[src/rtl/ccff_loader.sv]
// Configuration-chain loader: optional flush/probe of the scan chain length,
// then streams a word-wide bitstream into the chain MSB-first.
module ccff_loader #(
  parameter int BS_LGT   = 8387,
  parameter int WORD_W   = 32,
  parameter int PROBE_EN = 1
) (
  input  logic              prog_clk,
  input  logic              pReset,
  input  logic              start,
  input  logic              abort,
  input  logic [WORD_W-1:0] bs_data,
  input  logic              bs_valid,
  output logic              bs_ready,
  output logic              ccff_head,
  input  logic              ccff_tail,
  output logic              prog_clk_en,
  output logic              busy,
  output logic              done,
  output logic              error,
  output logic [1:0]        err_code
);

  localparam int NWORDS    = (BS_LGT + WORD_W - 1) / WORD_W;
  localparam int LAST_BITS = BS_LGT - (NWORDS - 1) * WORD_W;
  localparam int CNT_W     = $clog2(BS_LGT + 9);
  localparam int SB_W      = $clog2(WORD_W + 1);
  localparam int WC_W      = $clog2(NWORDS + 1);

  localparam logic [CNT_W-1:0] C_LGT  = CNT_W'(BS_LGT);
  localparam logic [CNT_W-1:0] C_TMO  = CNT_W'(BS_LGT + 8);
  localparam logic [CNT_W-1:0] C_ONE  = CNT_W'(1);
  localparam logic [SB_W-1:0]  SB_FULL = SB_W'(WORD_W);
  localparam logic [SB_W-1:0]  SB_LAST = SB_W'(LAST_BITS);
  localparam logic [SB_W-1:0]  SB_ONE  = SB_W'(1);
  localparam logic [WC_W-1:0]  WC_ALL  = WC_W'(NWORDS);
  localparam logic [WC_W-1:0]  WC_LAST = WC_W'(NWORDS - 1);
  localparam logic [WC_W-1:0]  WC_ONE  = WC_W'(1);

  typedef enum logic [2:0] {
    S_IDLE, S_FLUSH, S_PROBE, S_LOAD, S_DONE, S_ERROR
  } state_t;

  state_t            r_state;
  logic [CNT_W-1:0]  r_cnt;
  logic [WC_W-1:0]   r_words;
  logic [SB_W-1:0]   r_sbits;
  logic [WORD_W-1:0] r_sreg;
  logic              r_head;
  logic              r_en;
  logic              r_done;
  logic              r_error;
  logic [1:0]        r_err_code;

  logic            w_sb_empty;
  logic            w_accept;
  logic            w_bit_avail;
  logic            w_bit;
  logic [SB_W-1:0] w_word_bits;

  assign w_sb_empty  = (r_sbits == '0);
  assign bs_ready    = (r_state == S_LOAD) && (r_cnt != C_LGT) && (r_words != WC_ALL) &&
                       (w_sb_empty || (r_sbits == SB_ONE));
  assign w_accept    = bs_valid && bs_ready;
  assign w_bit_avail = !w_sb_empty || w_accept;
  // An empty register takes its bit straight from the incoming word so there is no refill bubble.
  assign w_bit       = w_sb_empty ? bs_data[WORD_W-1] : r_sreg[WORD_W-1];
  // Only the top bits of the final word belong to the chain.
  assign w_word_bits = (r_words == WC_LAST) ? SB_LAST : SB_FULL;

  assign busy        = (r_state == S_FLUSH) || (r_state == S_PROBE) || (r_state == S_LOAD);
  assign ccff_head   = r_head;
  assign prog_clk_en = r_en;
  assign done        = r_done;
  assign error       = r_error;
  assign err_code    = r_err_code;

  always_ff @(posedge prog_clk) begin
    if (pReset || abort) begin
      r_state    <= S_IDLE;
      r_head     <= 1'b0;
      r_en       <= 1'b0;
      r_done     <= 1'b0;
      r_error    <= 1'b0;
      r_err_code <= 2'b00;
      r_cnt      <= '0;
      r_words    <= '0;
      r_sbits    <= '0;
    end else begin
      case (r_state)
        S_IDLE, S_DONE, S_ERROR: begin
          r_en <= 1'b0;
          if (start) begin
            r_done     <= 1'b0;
            r_error    <= 1'b0;
            r_err_code <= 2'b00;
            r_cnt      <= '0;
            r_words    <= '0;
            r_sbits    <= '0;
            r_head     <= 1'b0;
            if (PROBE_EN != 0) begin
              r_state <= S_FLUSH;
              r_en    <= 1'b1;
            end else begin
              r_state <= S_LOAD;
            end
          end
        end
        S_FLUSH: begin
          r_en   <= 1'b1;
          r_head <= 1'b0;
          if (r_cnt == C_LGT - C_ONE) begin
            r_state <= S_PROBE;
            r_cnt   <= '0;
            r_head  <= 1'b1;
          end else begin
            r_cnt <= r_cnt + C_ONE;
          end
        end
        S_PROBE: begin
          // The single 1 injected at count 0 reaches the tail after exactly BS_LGT shifts.
          r_en   <= 1'b1;
          r_head <= 1'b0;
          if (ccff_tail && (r_cnt != '0) && (r_cnt <= C_LGT)) begin
            r_en <= 1'b0;
            if (r_cnt == C_LGT) begin
              r_state <= S_LOAD;
              r_cnt   <= '0;
            end else begin
              r_state    <= S_ERROR;
              r_error    <= 1'b1;
              r_err_code <= 2'b01;
            end
          end else if (r_cnt == C_TMO) begin
            r_state    <= S_ERROR;
            r_error    <= 1'b1;
            r_err_code <= 2'b10;
            r_en       <= 1'b0;
          end else begin
            r_cnt <= r_cnt + C_ONE;
          end
        end
        S_LOAD: begin
          if (r_cnt == C_LGT) begin
            r_state <= S_DONE;
            r_done  <= 1'b1;
            r_en    <= 1'b0;
          end else if (w_bit_avail) begin
            r_en   <= 1'b1;
            r_head <= w_bit;
            r_cnt  <= r_cnt + C_ONE;
            if (w_accept) begin
              r_words <= r_words + WC_ONE;
              r_sbits <= w_sb_empty ? (w_word_bits - SB_ONE) : w_word_bits;
            end else begin
              r_sbits <= r_sbits - SB_ONE;
            end
          end else begin
            r_en <= 1'b0;
          end
        end
        default: r_state <= S_IDLE;
      endcase
    end
  end

  // Word shift register carries data only, so it is left out of reset.
  always_ff @(posedge prog_clk) begin
    if ((r_state == S_LOAD) && (r_cnt != C_LGT)) begin
      if (w_accept) begin
        r_sreg <= w_sb_empty ? {bs_data[WORD_W-2:0], 1'b0} : bs_data;
      end else if (!w_sb_empty) begin
        r_sreg <= {r_sreg[WORD_W-2:0], 1'b0};
      end
    end
  end

endmodule

[config.mk]
export PLATFORM = sky130hd
export DESIGN_NAME = ccff_loader
export DESIGN_NICKNAME = d
export VERILOG_FILES = /design/src/rtl/ccff_loader.sv
export SDC_FILE = /design/constraint.sdc
export NUM_CORES = 1
export LEC_CHECK = 0
export ABC_AREA = 1
export BUFFER_PORTS_ARGS = -buffer_cell sky130_fd_sc_hd__buf_2
export CORE_ASPECT_RATIO = 0.6
export CORE_MARGIN = 2
export CORE_UTILIZATION = 60
export DETAILED_ROUTE_END_ITERATION = 6
export PLACE_DENSITY = 0.82
export SYNTH_ARGS = -nofsm -noshare
export SYNTH_HDL_FRONTEND = slang
export SYNTH_SLANG_ARGS = --single-unit
[constraint.sdc]
create_clock -name prog_clk -period 4.3 [get_ports prog_clk]
set_input_delay 0.86 -clock prog_clk [delete_from_list [all_inputs] [get_ports prog_clk]]
set_output_delay 0.86 -clock prog_clk [all_outputs]
set_load 0.02 [all_outputs]
* Word level (Yosys, flattened, before mapping)
Cells that the tools add are included. W data, S select, Z words.
Cells by class: reductions and logical operators 27, add/sub/neg operators 4, $lt $le $gt $ge 1, equal/unequal tests 23, mux-type cells 53
Operators with widths (count):
- $mux W14 | 7
- $mux W32 | 3
- $pmux W14 S4 | 1
- $eq A14 B14 Y1 const B | 3
- $mux W6 | 6
- $mux W9 | 4
- $mux W3 | 6
- $pmux W9 S2 | 1
- $reduce_and A4 Y1 | 4
- $add A14 B1 Y14 const B | 1
- $le A14 B14 Y1 const B | 1
- $mux W1 | 14
- $ne A14 B14 Y1 const B | 1
- $reduce_bool A14 Y1 | 1
- $pmux W3 S4 | 1
- $pmux W6 S2 | 1
- $sub A6 B1 Y6 const B | 2
- $add A9 B1 Y9 const B | 1
- $eq A9 B9 Y1 const B | 1
- $ne A9 B9 Y1 const B | 1
- $mux W2 | 4
- $ne A2 B2 Y1 const B | 4
- $pmux W1 S4 | 2
- $eq A3 B2 Y1 const B | 2
- 21 further kinds | 36
Word-level totals: logic and storage cells 118, output and inout port bits 8, register bits 70, input port bits 38

* Longest topological paths before layout
depth in word-level cells 9, depth in mapped cells 14, mapped depth without buffers 14

* Worst setup path after synthesis
No wires, ideal clock.
path type register to register, start point register r_sbits[0], end point register r_sreg[0] (enable), library setup time 468 ps, required time 3832 ps, buffers on the path 1, cell stages (with the launch flop) 7, path slack 581 ps, period minus slack after synthesis 3719 ps, data arrival time 3251 ps, cell sequence dfxtp_1 > inv_1 > ha_1 > inv_1 > nor2_1 > buf_2 > o21ai_0
On the way: cells in the longest elaborated chain, start to end 6, elaborated cells between the ends (all ways) 7, those cells by class eq/ne: 2; reduce/logical: 5
RTL lines:
- from (decl) | RTL line 47 | logic [SB_W-1:0] r_sbits;
- from (signal assigned) | RTL line 154 | r_sbits <= w_sb_empty ? (w_word_bits - SB_ONE) : w_word_bits;
- from (signal assigned) | RTL line 156 | r_sbits <= r_sbits - SB_ONE;
- $eq A6 B1 Y1 / $logic_not A6 Y1 (equally long branches) | RTL line 63, 61
- $logic_or A1 B1 Y1 | RTL line 63 | (w_sb_empty || (r_sbits == SB_ONE));
- $logic_and A1 B1 Y1 | RTL line 62 | assign bs_ready = (r_state == S_LOAD) && (r_cnt != C_LGT) && (r_words != WC_ALL) &&
- $logic_and A1 B1 Y1 | RTL line 64 | assign w_accept = bs_valid && bs_ready;
- $ne A2 B1 Y1 (no line) (*)
- $reduce_and A2 Y1 (no line) (*)
- to (signal assigned) | RTL line 171 | r_sreg <= w_sb_empty ? {bs_data[WORD_W-2:0], 1'b0} : bs_data;
- to (signal assigned) | RTL line 173 | r_sreg <= {r_sreg[WORD_W-2:0], 1'b0};
- to (decl) | RTL line 48 | logic [WORD_W-1:0] r_sreg;
Every way passes the cells marked *; elsewhere a longest branch is shown, timed or not. A chain may end at the register's enable or synchronous reset.

* Worst setup path after layout
start point register r_state[1], end point output bs_ready
On the way: cells in the longest elaborated chain, start to end 4
RTL lines:
- from (decl) | RTL line 44 | state_t r_state;
- from (signal assigned) | RTL line 80 | r_state <= S_IDLE;
- from (signal assigned) | RTL line 102 | r_state <= S_FLUSH;
- from (signal assigned) | RTL line 105 | r_state <= S_LOAD;
- $eq A3 B2 Y1 | RTL line 62
- $logic_and A1 B1 Y1 (3 in a row) | RTL line 62
- to (decl) | RTL line 14 | output logic bs_ready,
Every way passes these cells.

==> flow_metrics.env <==
export IMPL_critical_path_class="reg2out"
export IMPL_floorplan_die_height_um=70.5
export IMPL_worst_hold_path_num_cells=2
export IMPL_clock_tree_buffer_depth=2
export IMPL_postSynthCellCount=591
export IMPL_place_gp_congestion=0.951
export IMPL_final_period_minus_worst_setup_slack_ns=2.95
export IMPL_ys_seq_area_frac=0.390
export IMPL_setup_slack_ns=1.35
export IMPL_hold_path_class="reg2reg"
export IMPL_worst_skew_pair_late_latency_ns=0.35
export IMPL_fmax_mhz=339
export IMPL_critPathRequiredTime_ns=3.44
export IMPL_timing_critical_path_slowest_stage_cell="sky130_fd_sc_hd__dfxtp_1"
export IMPL_synth_flop_cell="sky130_fd_sc_hd__dfxtp_1"
export IMPL_synth_ff_latch_count=70
export IMPL_drc=0
export IMPL_synth_avg_cell_area_sq_um=7.47
export IMPL_synth_mux_area_frac=0.0657
export IMPL_crit_reg2reg_capture="r_sreg[7]$_DFFE_PP_"
export IMPL_timing_critical_path_slowest_cell_delay_ns=0.41
export IMPL_proportion_of_layout_cells_with_a_drive_suffix_above_1=0.145
export IMPL_initial_utilization=0.613
export IMPL_synth_top_family_by_area="simple AND/OR/NAND/NOR gates"
export IMPL_largest_net_degree_at_the_start_of_global_routing=69
export IMPL_arrival_time_at_the_worst_endpoint_ns=2.09
export IMPL_cts_hold_buffers_added=0
export IMPL_synth_compound_area_frac=0.0992
export IMPL_overflow=0
export IMPL_setup_total_negative_slack_ns=0
export IMPL_final_period_utilization=0.687
export IMPL_worst_setup_path_end_kind="output pin"
export IMPL_post_drt_wl_per_cell_um=15.2
export IMPL_tritoncts_clock_tree="yes"
export IMPL_tritoncts_num_buffers=9
export IMPL_fill_cells=594
export IMPL_coreArea_sq_mm=0.00721
export IMPL_dp_slack_ns=1.62
export IMPL_syn_cell_area_sq_mm=0.00442
export IMPL_worst_r2r_setup_slack_ns=1.56
export IMPL_wire_length_of_the_first_global_routing_pass_um=17900
export IMPL_area_delta_synth_final_pct=12.4
export IMPL_synth_top_cells_by_count="sky130_fd_sc_hd__nand2_1 (155), sky130_fd_sc_hd__nor2_1 (64), sky130_fd_sc_hd__nand3_1 (56)"
export IMPL_timing_worst_slew_pin_value_ns=0.909
export IMPL_root_buffer_cell="sky130_fd_sc_hd__clkbuf_16"
export IMPL_run_status="complete, no violations"
export IMPL_synth_edff_count=32
export IMPL_timing_critical_path_cells="inv_2, nor2_4, nand2_2, inv_2, nand2_1, nor3_1, buf_2"
export IMPL_dr_first_iter_drc_count=479
export IMPL_fin_cells=724
export IMPL_die_area_sq_mm=0.00809
export IMPL_rr_worst_depth=7
export IMPL_number_of_global_route_vias_before_repair=3773
export IMPL_hold_viol=0
export IMPL_grt_antenna_before_repair=0
export IMPL_antenna_violating_nets_post_route=0
export IMPL_rsz_0062_raised_after_global_routing="false"
export IMPL_largest_cells_by_area_after_synthesis="sky130_fd_sc_hd__edfxtp_1 (22%), sky130_fd_sc_hd__dfxtp_1 (17%), sky130_fd_sc_hd__nand2_1 (13%)"
export IMPL_cp_max_fo=18
export IMPL_design_power_total_mw=1.69
export IMPL_finish_net_count=677
export IMPL_sequential_cell_area_sq_mm=0.00172
export IMPL_htree_levels=3
export IMPL_detail_route_first_pass_iterations=5
export IMPL_worstHoldEndpoint="done$_SDFFE_PP0P_"
export IMPL_yosys_area_share_adder=0.0312
export IMPL_numPlacedInstances=708
export IMPL_finalSetupViolations=0
export IMPL_totalWireLength_um=11000
export IMPL_timing_final_max_slew_violations=0
export IMPL_max_slew_headroom_at_the_worst_pin=0.394
export IMPL_worst_clock_skew_ns=0.00941
export IMPL_post_synth_top_area_fraction=0.218
export IMPL_detailroute_via_count=4168
export IMPL_hpwlAfterDp_um=7820
export IMPL_clock_pin_transition_on_the_worst_setup_and_hold_timing_paths_ns=0.06
export IMPL_multi_input_logic_area_sq_mm=0.00238
export IMPL_die_width_um=115
export IMPL_insertedDiodeCount=0
export IMPL_ffs_w_async_s_r_synth=0
export IMPL_leakage_power_of_the_design_nw=2.25
export IMPL_postCtsSetupRepairBufs=0
export IMPL_synth_cell_types=38
export IMPL_grt_use_total=0.285
export IMPL_rows=24
export IMPL_final_util=0.689
export IMPL_cts_resized=0
export IMPL_final_hold_worst_slack_ns=0.474
export IMPL_syn_nets=640
export IMPL_hold_start="done$_SDFFE_PP0P_"
export IMPL_yosysWarnings=0
export IMPL_startpoint_type="flop"
export IMPL_yosys_area_share_xor_xnor=0.0278
export IMPL_postPlaceCellArea_sq_mm=0.00466
export IMPL_tritoncts_num_sinks=70
export IMPL_r2r_start="r_state[1]$_SDFFE_PP0P_"
export IMPL_synth_largest_area_cell="sky130_fd_sc_hd__edfxtp_1"
export IMPL_ports=46
export IMPL_path_common_cell="sky130_fd_sc_hd__inv_2"
export IMPL_synth_simple_gate_area_share=0.312
export IMPL_port_buffer_count=45
export IMPL_power_per_cell_area_mw_per_mm2=340
export IMPL_vdd_ir_drop_max_mv=0.179
export IMPL_synth_most_common_cell="sky130_fd_sc_hd__nand2_1"
export IMPL_timing_max_cap_violations=0
export IMPL_finish_instance_area_sq_mm=0.00496
export IMPL_vias_per_cell=5.76
report_power, final:
group          total, mW  internal (mW)  switching, mW  leakage [nW]
combinational      0.214         0.0736          0.141          1.52
clock              0.758          0.465          0.294         0.142
sequential         0.712          0.702         0.0104         0.594
total               1.69           1.24          0.445          2.25
critical path: cells and delay by family, from the launching register on:
family | cells | cell delay, ns
and+or+nand+nor | 4 | 0.73
buffers and inverters | 3 | 0.61
DFF | 1 | 0.41
state kept, by name, summed over array words and instances (netlist names):
signal and cells:
error 1, r_words 9, ccff_head 1, done 1, r_cnt 14, r_sreg 32, err_code 2, prog_clk_en 1
r_sbits 6, r_state 3
cell usage in the layout, fill, tap and decap left out, types with 4 or more instances in the layout:
| cell | netlist | routed |
|---|---|---|
| sky130_fd_sc_hd__nor3_1 | 9 | 9 |
| sky130_fd_sc_hd__nand2_1 | 155 | 155 |
| sky130_fd_sc_hd__nor2_1 | 64 | 63 |
| sky130_fd_sc_hd__a21oi_1 | 22 | 22 |
| sky130_fd_sc_hd__buf_4 | 4 | 4 |
| sky130_fd_sc_hd__xor2_1 | 8 | 8 |
| sky130_fd_sc_hd__nand2_2 | 5 | 5 |
| sky130_fd_sc_hd__clkbuf_16 | 0 | 9 |
| sky130_fd_sc_hd__mux2i_1 | 29 | 29 |
| sky130_fd_sc_hd__nand4_1 | 9 | 9 |
| sky130_fd_sc_hd__xnor2_1 | 6 | 6 |
| sky130_fd_sc_hd__buf_2 | 10 | 45 |
| sky130_fd_sc_hd__dfxtp_1 | 38 | 38 |
| sky130_fd_sc_hd__nand3_1 | 56 | 56 |
| sky130_fd_sc_hd__edfxtp_1 | 32 | 32 |
| sky130_fd_sc_hd__o21ai_0 | 47 | 46 |
| sky130_fd_sc_hd__ha_1 | 11 | 11 |
| sky130_fd_sc_hd__nor2_4 | 3 | 4 |
| sky130_fd_sc_hd__inv_2 | 4 | 4 |
| sky130_fd_sc_hd__inv_1 | 46 | 46 |
area by class of cell:
class                      count  share of cell area
inverter                      51              0.0391
timing repair buffer          49              0.0514
clock inverter                 5              0.0119
multi-input combinational    447               0.479
tap                           91              0.0229
sequential                    70               0.347
clock buffer                  11              0.0489
cell families after synthesis:
group	after synthesis
adders and majority gates	11
buffers and inverters	74
DFF	70
and+or+nand+nor	312
muxes	29
xor gates and xnor gates	14
AOI/OAI and AO/OA	81
routing by layer:
| metal | track usage | wire length, um |
|---|---|---|
| met2 | 0.400 | 4620 |
| met4 | 0.0977 | 225 |
| met1 | 0.422 | 5080 |
| met5 | 0 | 0 |
| met3 | 0.0747 | 1060 |
how the worst max path moves through the flow:
stage                            start                  endpoint  slack, ns
3_5_place_dp   r_sbits[0]$_SDFFE_PP0P_      r_sreg[10]$_DFFE_PP_       1.62
3_3_place_gp     r_cnt[1]$_SDFFE_PP0P_      r_sreg[10]$_DFFE_PP_       1.69
6_report       r_state[1]$_SDFFE_PP0P_                  bs_ready       1.35
5_1_grt          r_cnt[1]$_SDFFE_PP0P_  prog_clk_en$_SDFFE_PP0N_       1.20
2_1_floorplan  r_sbits[0]$_SDFFE_PP0P_   r_sreg[0]$_SDFFCE_PP0P_       0.58
4_1_cts        r_state[1]$_SDFFE_PP0P_                  bs_ready       1.39
Note: power is estimated with default switching activity, not from simulation.
